`config.mk`:
```
export PLATFORM = sky130hd
export DESIGN_NAME = branch_cmp_pipe
export DESIGN_NICKNAME = d
export VERILOG_FILES = /design/src/rtl/branch_cmp_pkg.sv /design/src/rtl/branch_cmp_core.sv /design/src/rtl/branch_cmp_pipe.sv
export SDC_FILE = /design/constraint.sdc
export NUM_CORES = 1
export LEC_CHECK = 0
export CAP_MARGIN = 10
export CORE_MARGIN = 1
export CORE_UTILIZATION = 41
export CTS_CLUSTER_DIAMETER = 200
export DETAILED_ROUTE_END_ITERATION = 12
export PLACE_DENSITY = 0.9
export SETUP_SLACK_MARGIN = 0.15
export SYNTH_ARGS = -nofsm -noshare
export SYNTH_HDL_FRONTEND = slang
export SYNTH_SLANG_ARGS = --single-unit
```
`constraint.sdc`:
```
create_clock -name clk -period 2.25 [get_ports clk]
set_clock_uncertainty 0.05 [all_clocks]
set_input_delay 0.3375 -clock clk [delete_from_list [all_inputs] [get_ports clk]]
set_output_delay 0.3375 -clock clk [all_outputs]
set_load 0.02 [all_outputs]
```
`src/rtl/branch_cmp_pkg.sv`:
```
// branch_cmp_pkg: compare-mode encodings and pipeline depth limits for branch_cmp_pipe
package branch_cmp_pkg;
  typedef logic [2:0] cmp_mode_t;
  localparam cmp_mode_t MODE_EQ  = 3'd0;
  localparam cmp_mode_t MODE_NE  = 3'd1;
  localparam cmp_mode_t MODE_LEZ = 3'd2;
  localparam cmp_mode_t MODE_GTZ = 3'd3;
  localparam cmp_mode_t MODE_LTZ = 3'd4;
  localparam cmp_mode_t MODE_GEZ = 3'd5;
  localparam cmp_mode_t MODE_LT  = 3'd6;
  localparam cmp_mode_t MODE_LTU = 3'd7;
  localparam int LAT_MIN = 1;
  localparam int LAT_MAX = 2;
endpackage

```
`src/rtl/branch_cmp_core.sv`:
```
// branch_cmp_core: combinational branch-condition evaluation for all eight compare modes
module branch_cmp_core
  import branch_cmp_pkg::*;
#(
  parameter int WIDTH = 32
) (
  input  cmp_mode_t        mode,
  input  logic [WIDTH-1:0] a,
  input  logic [WIDTH-1:0] b,
  output logic             taken
);
  logic neg, nz;
  assign neg = a[WIDTH-1];
  assign nz  = |a;
  always_comb begin
    taken = 1'b0;
    case (mode)
      MODE_EQ:  taken = a == b;
      MODE_NE:  taken = a != b;
      MODE_LEZ: taken = neg | ~nz;
      MODE_GTZ: taken = ~neg & nz;
      MODE_LTZ: taken = neg;
      MODE_GEZ: taken = ~neg;
      MODE_LT:  taken = $signed(a) < $signed(b);
      MODE_LTU: taken = a < b;
      default:  taken = 1'b0;
    endcase
  end
endmodule

```
`src/rtl/branch_cmp_pipe.sv`:
```
// branch_cmp_pipe: pipelined branch-condition unit with valid/stall/flush and a sideband tag.
// Define BRANCH_CMP_STAT_EN to add the retired/taken statistics counters.
module branch_cmp_pipe
  import branch_cmp_pkg::*;
#(
  parameter int WIDTH = 32,
  parameter int LAT   = 1,
  parameter int TAG_W = 32
) (
  input  logic             clk,
  input  logic             reset,
  input  logic             in_valid,
  input  cmp_mode_t        mode,
  input  logic [WIDTH-1:0] a,
  input  logic [WIDTH-1:0] b,
  input  logic [TAG_W-1:0] tag,
  input  logic             stall,
  input  logic             flush,
  output logic             out_valid,
  output logic             taken,
  output logic [TAG_W-1:0] out_tag
`ifdef BRANCH_CMP_STAT_EN
  ,
  output logic [31:0]      stat_total,
  output logic [31:0]      stat_taken
`endif
);
  localparam int L = (LAT < LAT_MIN) ? LAT_MIN : (LAT > LAT_MAX) ? LAT_MAX : LAT;
  cmp_mode_t        ev_mode;
  logic [WIDTH-1:0] ev_a, ev_b;
  logic [TAG_W-1:0] ev_tag;
  logic             ev_valid, ev_taken;
  branch_cmp_core #(.WIDTH(WIDTH)) u_core (
    .mode  (ev_mode),
    .a     (ev_a),
    .b     (ev_b),
    .taken (ev_taken)
  );
  if (L == 1) begin : g_direct
    assign ev_mode  = mode;
    assign ev_a     = a;
    assign ev_b     = b;
    assign ev_tag   = tag;
    assign ev_valid = in_valid;
  end else begin : g_stage1
    cmp_mode_t        s1_mode;
    logic [WIDTH-1:0] s1_a, s1_b;
    logic [TAG_W-1:0] s1_tag;
    logic             s1_valid;
    always_ff @(posedge clk or posedge reset)
      if (reset) begin
        s1_valid <= 1'b0;
        s1_mode  <= MODE_EQ;
        s1_a     <= '0;
        s1_b     <= '0;
        s1_tag   <= '0;
      end else if (flush) begin
        s1_valid <= 1'b0;
      end else if (!stall) begin
        s1_valid <= in_valid;
        s1_mode  <= mode;
        s1_a     <= a;
        s1_b     <= b;
        s1_tag   <= tag;
      end
    assign ev_mode  = s1_mode;
    assign ev_a     = s1_a;
    assign ev_b     = s1_b;
    assign ev_tag   = s1_tag;
    assign ev_valid = s1_valid;
  end
  // flush only kills valid bits; taken/out_tag may keep stale data
  always_ff @(posedge clk or posedge reset)
    if (reset) begin
      out_valid <= 1'b0;
      taken     <= 1'b0;
      out_tag   <= '0;
    end else if (flush) begin
      out_valid <= 1'b0;
    end else if (!stall) begin
      out_valid <= ev_valid;
      taken     <= ev_taken;
      out_tag   <= ev_tag;
    end
`ifdef BRANCH_CMP_STAT_EN
  always_ff @(posedge clk or posedge reset)
    if (reset) begin
      stat_total <= '0;
      stat_taken <= '0;
    end else if (out_valid && !stall && !flush) begin
      stat_total <= stat_total + 32'd1;
      stat_taken <= stat_taken + {31'd0, taken};
    end
`endif
endmodule

```
[Yosys cells after proc, flatten, opt, wreduce, memory -nomap -nowiden]
Index checks and enable logic that the tools add are counted.
Word-level totals
  word-level logic and storage cells: 27
  output and inout bits: 34
  register bits: 34
  bits of input ports: 104
Cells by class
  reductions and logical operators: 3
  order comparisons: 2
  eq/ne operators: 10
  multiplexer cells: 3
  bitwise operators: 6
Operators by type and width (number)
  32-bit < comparator: 2
  32-bit == test: 1
  32-bit inequality test: 1
  32-bit OR reduction: 1
  3-bit == test (second input constant): 4
  1-bit one-hot mux with 8 select lines: 1
  3-bit by 2-bit == test with 1-bit output (second input constant): 2
  1-bit inverter: 4
  3-bit by 1-bit == test with 1-bit output (second input constant): 1
  3-bit zero test: 1
  1-bit two-way mux: 2
  2-bit by 1-bit inequality test with 1-bit output (second input constant): 1
  2-bit AND reduction: 1
  1-bit AND: 1
  1-bit OR: 1

[Longest topological paths before layout]
  depth in word-level cells: 4
  depth in mapped cells: 8
  mapped depth without buffers: 8

[By module]
From an unflattened synthesis, not the netlist that was laid out.
Second synthesis, totals
  cells, all modules: 213
  area, all modules: 2262.2 µm²
Modules (own cells, without submodules)
  branch_cmp_pipe: cells an instance 74, area each 1292.5 µm², times used 1
  branch_cmp_core: cells an instance 139, area each 969.7 µm², times used 1

[Worst setup path before layout]
No wires, ideal clock.
  path kind: input-to-reg
  start point: in b[30]
  end point: reg taken
  setup time: 0.130 ns
  stages on the path: 8
  path slack: 0.345 ns
  data arrival time: 1.725 ns
  data required time: 2.070 ns
  cell sequence: inv_1 -> ha_1 -> nand4_4 -> nor4_4 -> a31oi_1 -> o21a_1 -> o32ai_2 -> a31oi_1
Between the ends
  cells in the longest elaborated chain, start to end: 2
  elaborated cells between the ends (all ways): 5
  classes of those cells: order compare (2); eq/ne (2); mux (1)
RTL lines
  start, declared: line branch_cmp_pipe.sv:15  | input logic [WIDTH-1:0] b,
  32-bit < comparator (tied with other cells): line branch_cmp_core.sv:25  | MODE_LTU: taken = a < b;
  1-bit one-hot mux with 8 select lines *: line branch_cmp_core.sv:17  | case (mode)
  end signal, assigned: line branch_cmp_pipe.sv:82  | taken <= ev_taken;
  end, declared: line branch_cmp_pipe.sv:20  | output logic taken,
Every way passes the cells marked *; elsewhere a longest branch is shown, timed or not.
A chain may end at the register's enable or synchronous reset.

[Final worst setup path]
  start point: in b[1]
  end point: reg taken
The elaborated chain is that of the path after synthesis.

==> results by group <==
Pwr
  • Leak Pwr: ~1.9 nW
  • Peak VDD IR: approximately 530 uV
  • Pwr dens: 482 mW/mm^2

Setup path
  • WP data required: 2390 ps
  • Crit-path max cell delay: about 400 ps
  • Critical path arrival: roughly 2300 ps
  • Ordered cell list for the critical path: clkdlybuf4s15_1 > inv_1 > ha_4 > nor2b_1 > o211ai_1 > a21boi_2 > buf_4 > o31a_1 > o41a_1 > a31oi_1
  • Crit. End Element: register
  • Number of cells on the worst reg-to-reg path: 1
  • CP bufs+invs: 3
  • Crit Path Category: input pin to register
  • Crit path max-delay family: compound AO/OA/AOI/OAI gates
  • RR Endpoint: out_tag[4]
  • CP max stage cell: o41a_1
  • Critical path launch point type: input pin
  • Worst R2R Setup Slack: about 1400 ps
  • Critical-path maximum fanout: 2
  • Reg2reg start: out_tag[4]

Placed design
  • DP Worst Slack: -295 ps
  • IO buf count: 137
  • Placed cell count: about 440
  • Gpl congestion: between 0.8 and 0.9
  • HPWL Detailed: ~5300 um

Yosys
  • Mapped Avg Cell Area: ~11 um^2
  • Mapped Cells: between 200 and 250
  • Mapped cell area: about 0.0023 mm^2
  • Synth Warn #: 0
  • Seq/Total Area, Yosys: a little under two fifths
  • Netlist cell types: 31
  • Register bit total from synthesis: 34
  • Mapped Nets: 352

Floorplanning
  • Die Y: around 77 um
  • Row count: 26
  • Die X: just under 80 um
  • Top-level port count: approximately 140
  • Core area: roughly 0.0053 mm^2
  • Starting Density: 43.8%
  • Die area: about 0.006 mm^2

Layout
  • Commonest non-fill, non-tap cell in the layout: clkdlybuf4s50_1
  • Final non-filler cell total: roughly 450
  • # fillers: 270
  • Share of cells above drive strength 1: between 30% and 40%
  • Final core occ: roughly 85%
  • Fin nets: 518
  • Most frequent cells in the layout: clkdlybuf4s50_1, dlygate4sd2_1, dfrtp_1
  • Antenna Cells: 0
  • Synth-to-Final Area Change: 93.7%

Clock network
  • Clk_lat worst skew: around 280 ps
  • Num CTS Buffers: 5
  • # clock sinks: 34
  • Worst-path clk slew: 60 ps
  • Root Driver: clkbuf_8
  • H-tree depth: 2
  • Max clock buf depth: 2
  • CTS tree: yes

Global route
  • Pin count of the biggest net entering global routing: 35
  • Vias in the first global route: approximately 2700
  • GR Overflow Total: 0
  • First-pass GRT wire length: roughly 13000 um
  • Total track usage: 27.5%
  • Initial antenna violation count: 0

Timing
  • Worst-Margin Slew: between 500 and 600 ps
  • Hold Violations, Final: 0
  • Number of setup violations in the final report: 0
  • Period utilisation layout: 94.5%
  • F_max: 470 MHz
  • Final Critical Period: roughly 2100 ps
  • Fin. max-slew vios: 0
  • Fin worst setup slack: 124 ps
  • RSZ-0062 raised after global routing: no
  • Setup TNS: 0 ps
  • Worst hold slack: about 400 ps
  • Worst slew margin: around three fifths

Drt
  • Met3 wire length: roughly 840 um
  • DR pass1 iterations: 4
  • Via count: about 2500
  • DRC: 0
  • Initial DRC Count: 140
  • DR vias/cell: roughly 5.4
  • Wl on met1: slightly above 3000 um
  • Detailed Route WL: ~8500 um
  • Detail Route Antenna Nets: 0
  • Routed len/inst: roughly 19 um
  • Uppermost layer routed: met4
  • Met2 routed WL: slightly above 4000 um

Worst hold path
  • Min-delay worst type: input pin to asynchronous set/reset pin

Run
  • Max-cap viol count: 0

Outcome
  • Status: complete, no violations
registers in the layout, indices dropped and copies added (netlist names):
register / count
out_valid: 1
out_tag: 32
taken: 1
power breakdown:
part           switching, mW  internal, mW  total, mW
clock                  0.209         0.247      0.456
sequential            0.0503         0.701      0.751
combinational          0.422         0.522      0.944
worst max-delay path by stage:
stage	from	endpoint	slack [ps]	cells past startpoint
floorplan	b[30]	taken	340	8
global placement	b[1]	taken	-200	9
detailed placement	b[1]	taken	-290	9
CTS	b[20]	taken	150	9
global route	b[1]	taken	110	10
finish	b[1]	taken	120	10
kinds of logic after synthesis:
| kind of cell | after synthesis | share of synthesized area [%] |
|---|---|---|
| compound gates | 34 | 9.98 |
| simple gates | 42 | 12.3 |
| flops | 34 | 36.9 |
| mux | 35 | 16.9 |
| buf+inv | 39 | 6.51 |
| fa+ha+maj | 32 | 17.4 |
layer usage:
layer / GRT usage [%] / vias up
met1: 27.1 / 1150
met5: 0 / -
li1: - / 1118
met2: 48.8 / 156
met4: 15.3 / 0
met3: 10.8 / 35
Yosys cell counts (all sizes together):
cell type   n  area (um^2)
mux2i       3         30.0
nor3        4         20.0
o21ai       3         15.0
o32ai       1         16.3
nor4       10         77.6
a31oi       2         12.5
dfrtp      34          851
a21o        1         7.51
nor2        6         22.5
nor3b       1         7.51
o221ai      1         15.0
inv        36          135
nand3       2         10.0
o41a        2         22.5
buf         3         15.0
nor2b       1         6.26
a21oi      16         80.1
o21a        2         15.0
nand2       7         26.3
a21boi      1         7.51
mux2       32          360
a211oi      2         15.0
ha         32          400
o31a        1         8.76
nand4      10          105
and4        1         8.76
o211ai      2         15.0
cell type report:
class	count	area (um^2)	share of cell area [%]
Inverter	36	135	3.03
Tap cell	70	87.6	1.96
Timing Repair Buffer	162	1520	34.0
Clock inverter	1	5.00	0.112
Sequential cell	34	851	19.0
Multi-Input combinational cell	143	1780	39.9
Clock buffer	7	86.3	1.93
worst min-delay path: cells and delay by family:
kind,cells,cell delay [ps]
buffers and inverters,3,810
through the flow:
step / cell area (um^2) / power, mW
final: 4470 / 2.15
after CTS: 4350 / 2.11
after global routing: 4470 / 2.25
after global placement: 3910 / 1.55
after detailed placement: 3910 / 1.58
after floorplan: 2310 / 1.11
repair_timing:
item                                    CTS  global route
resized for setup                       122            35
endpoints found under the setup margin    1             1
hold buffers                              0             0
pin swaps                                42            23
setup buffers                             3             4
(Power assumes the default switching activity.)
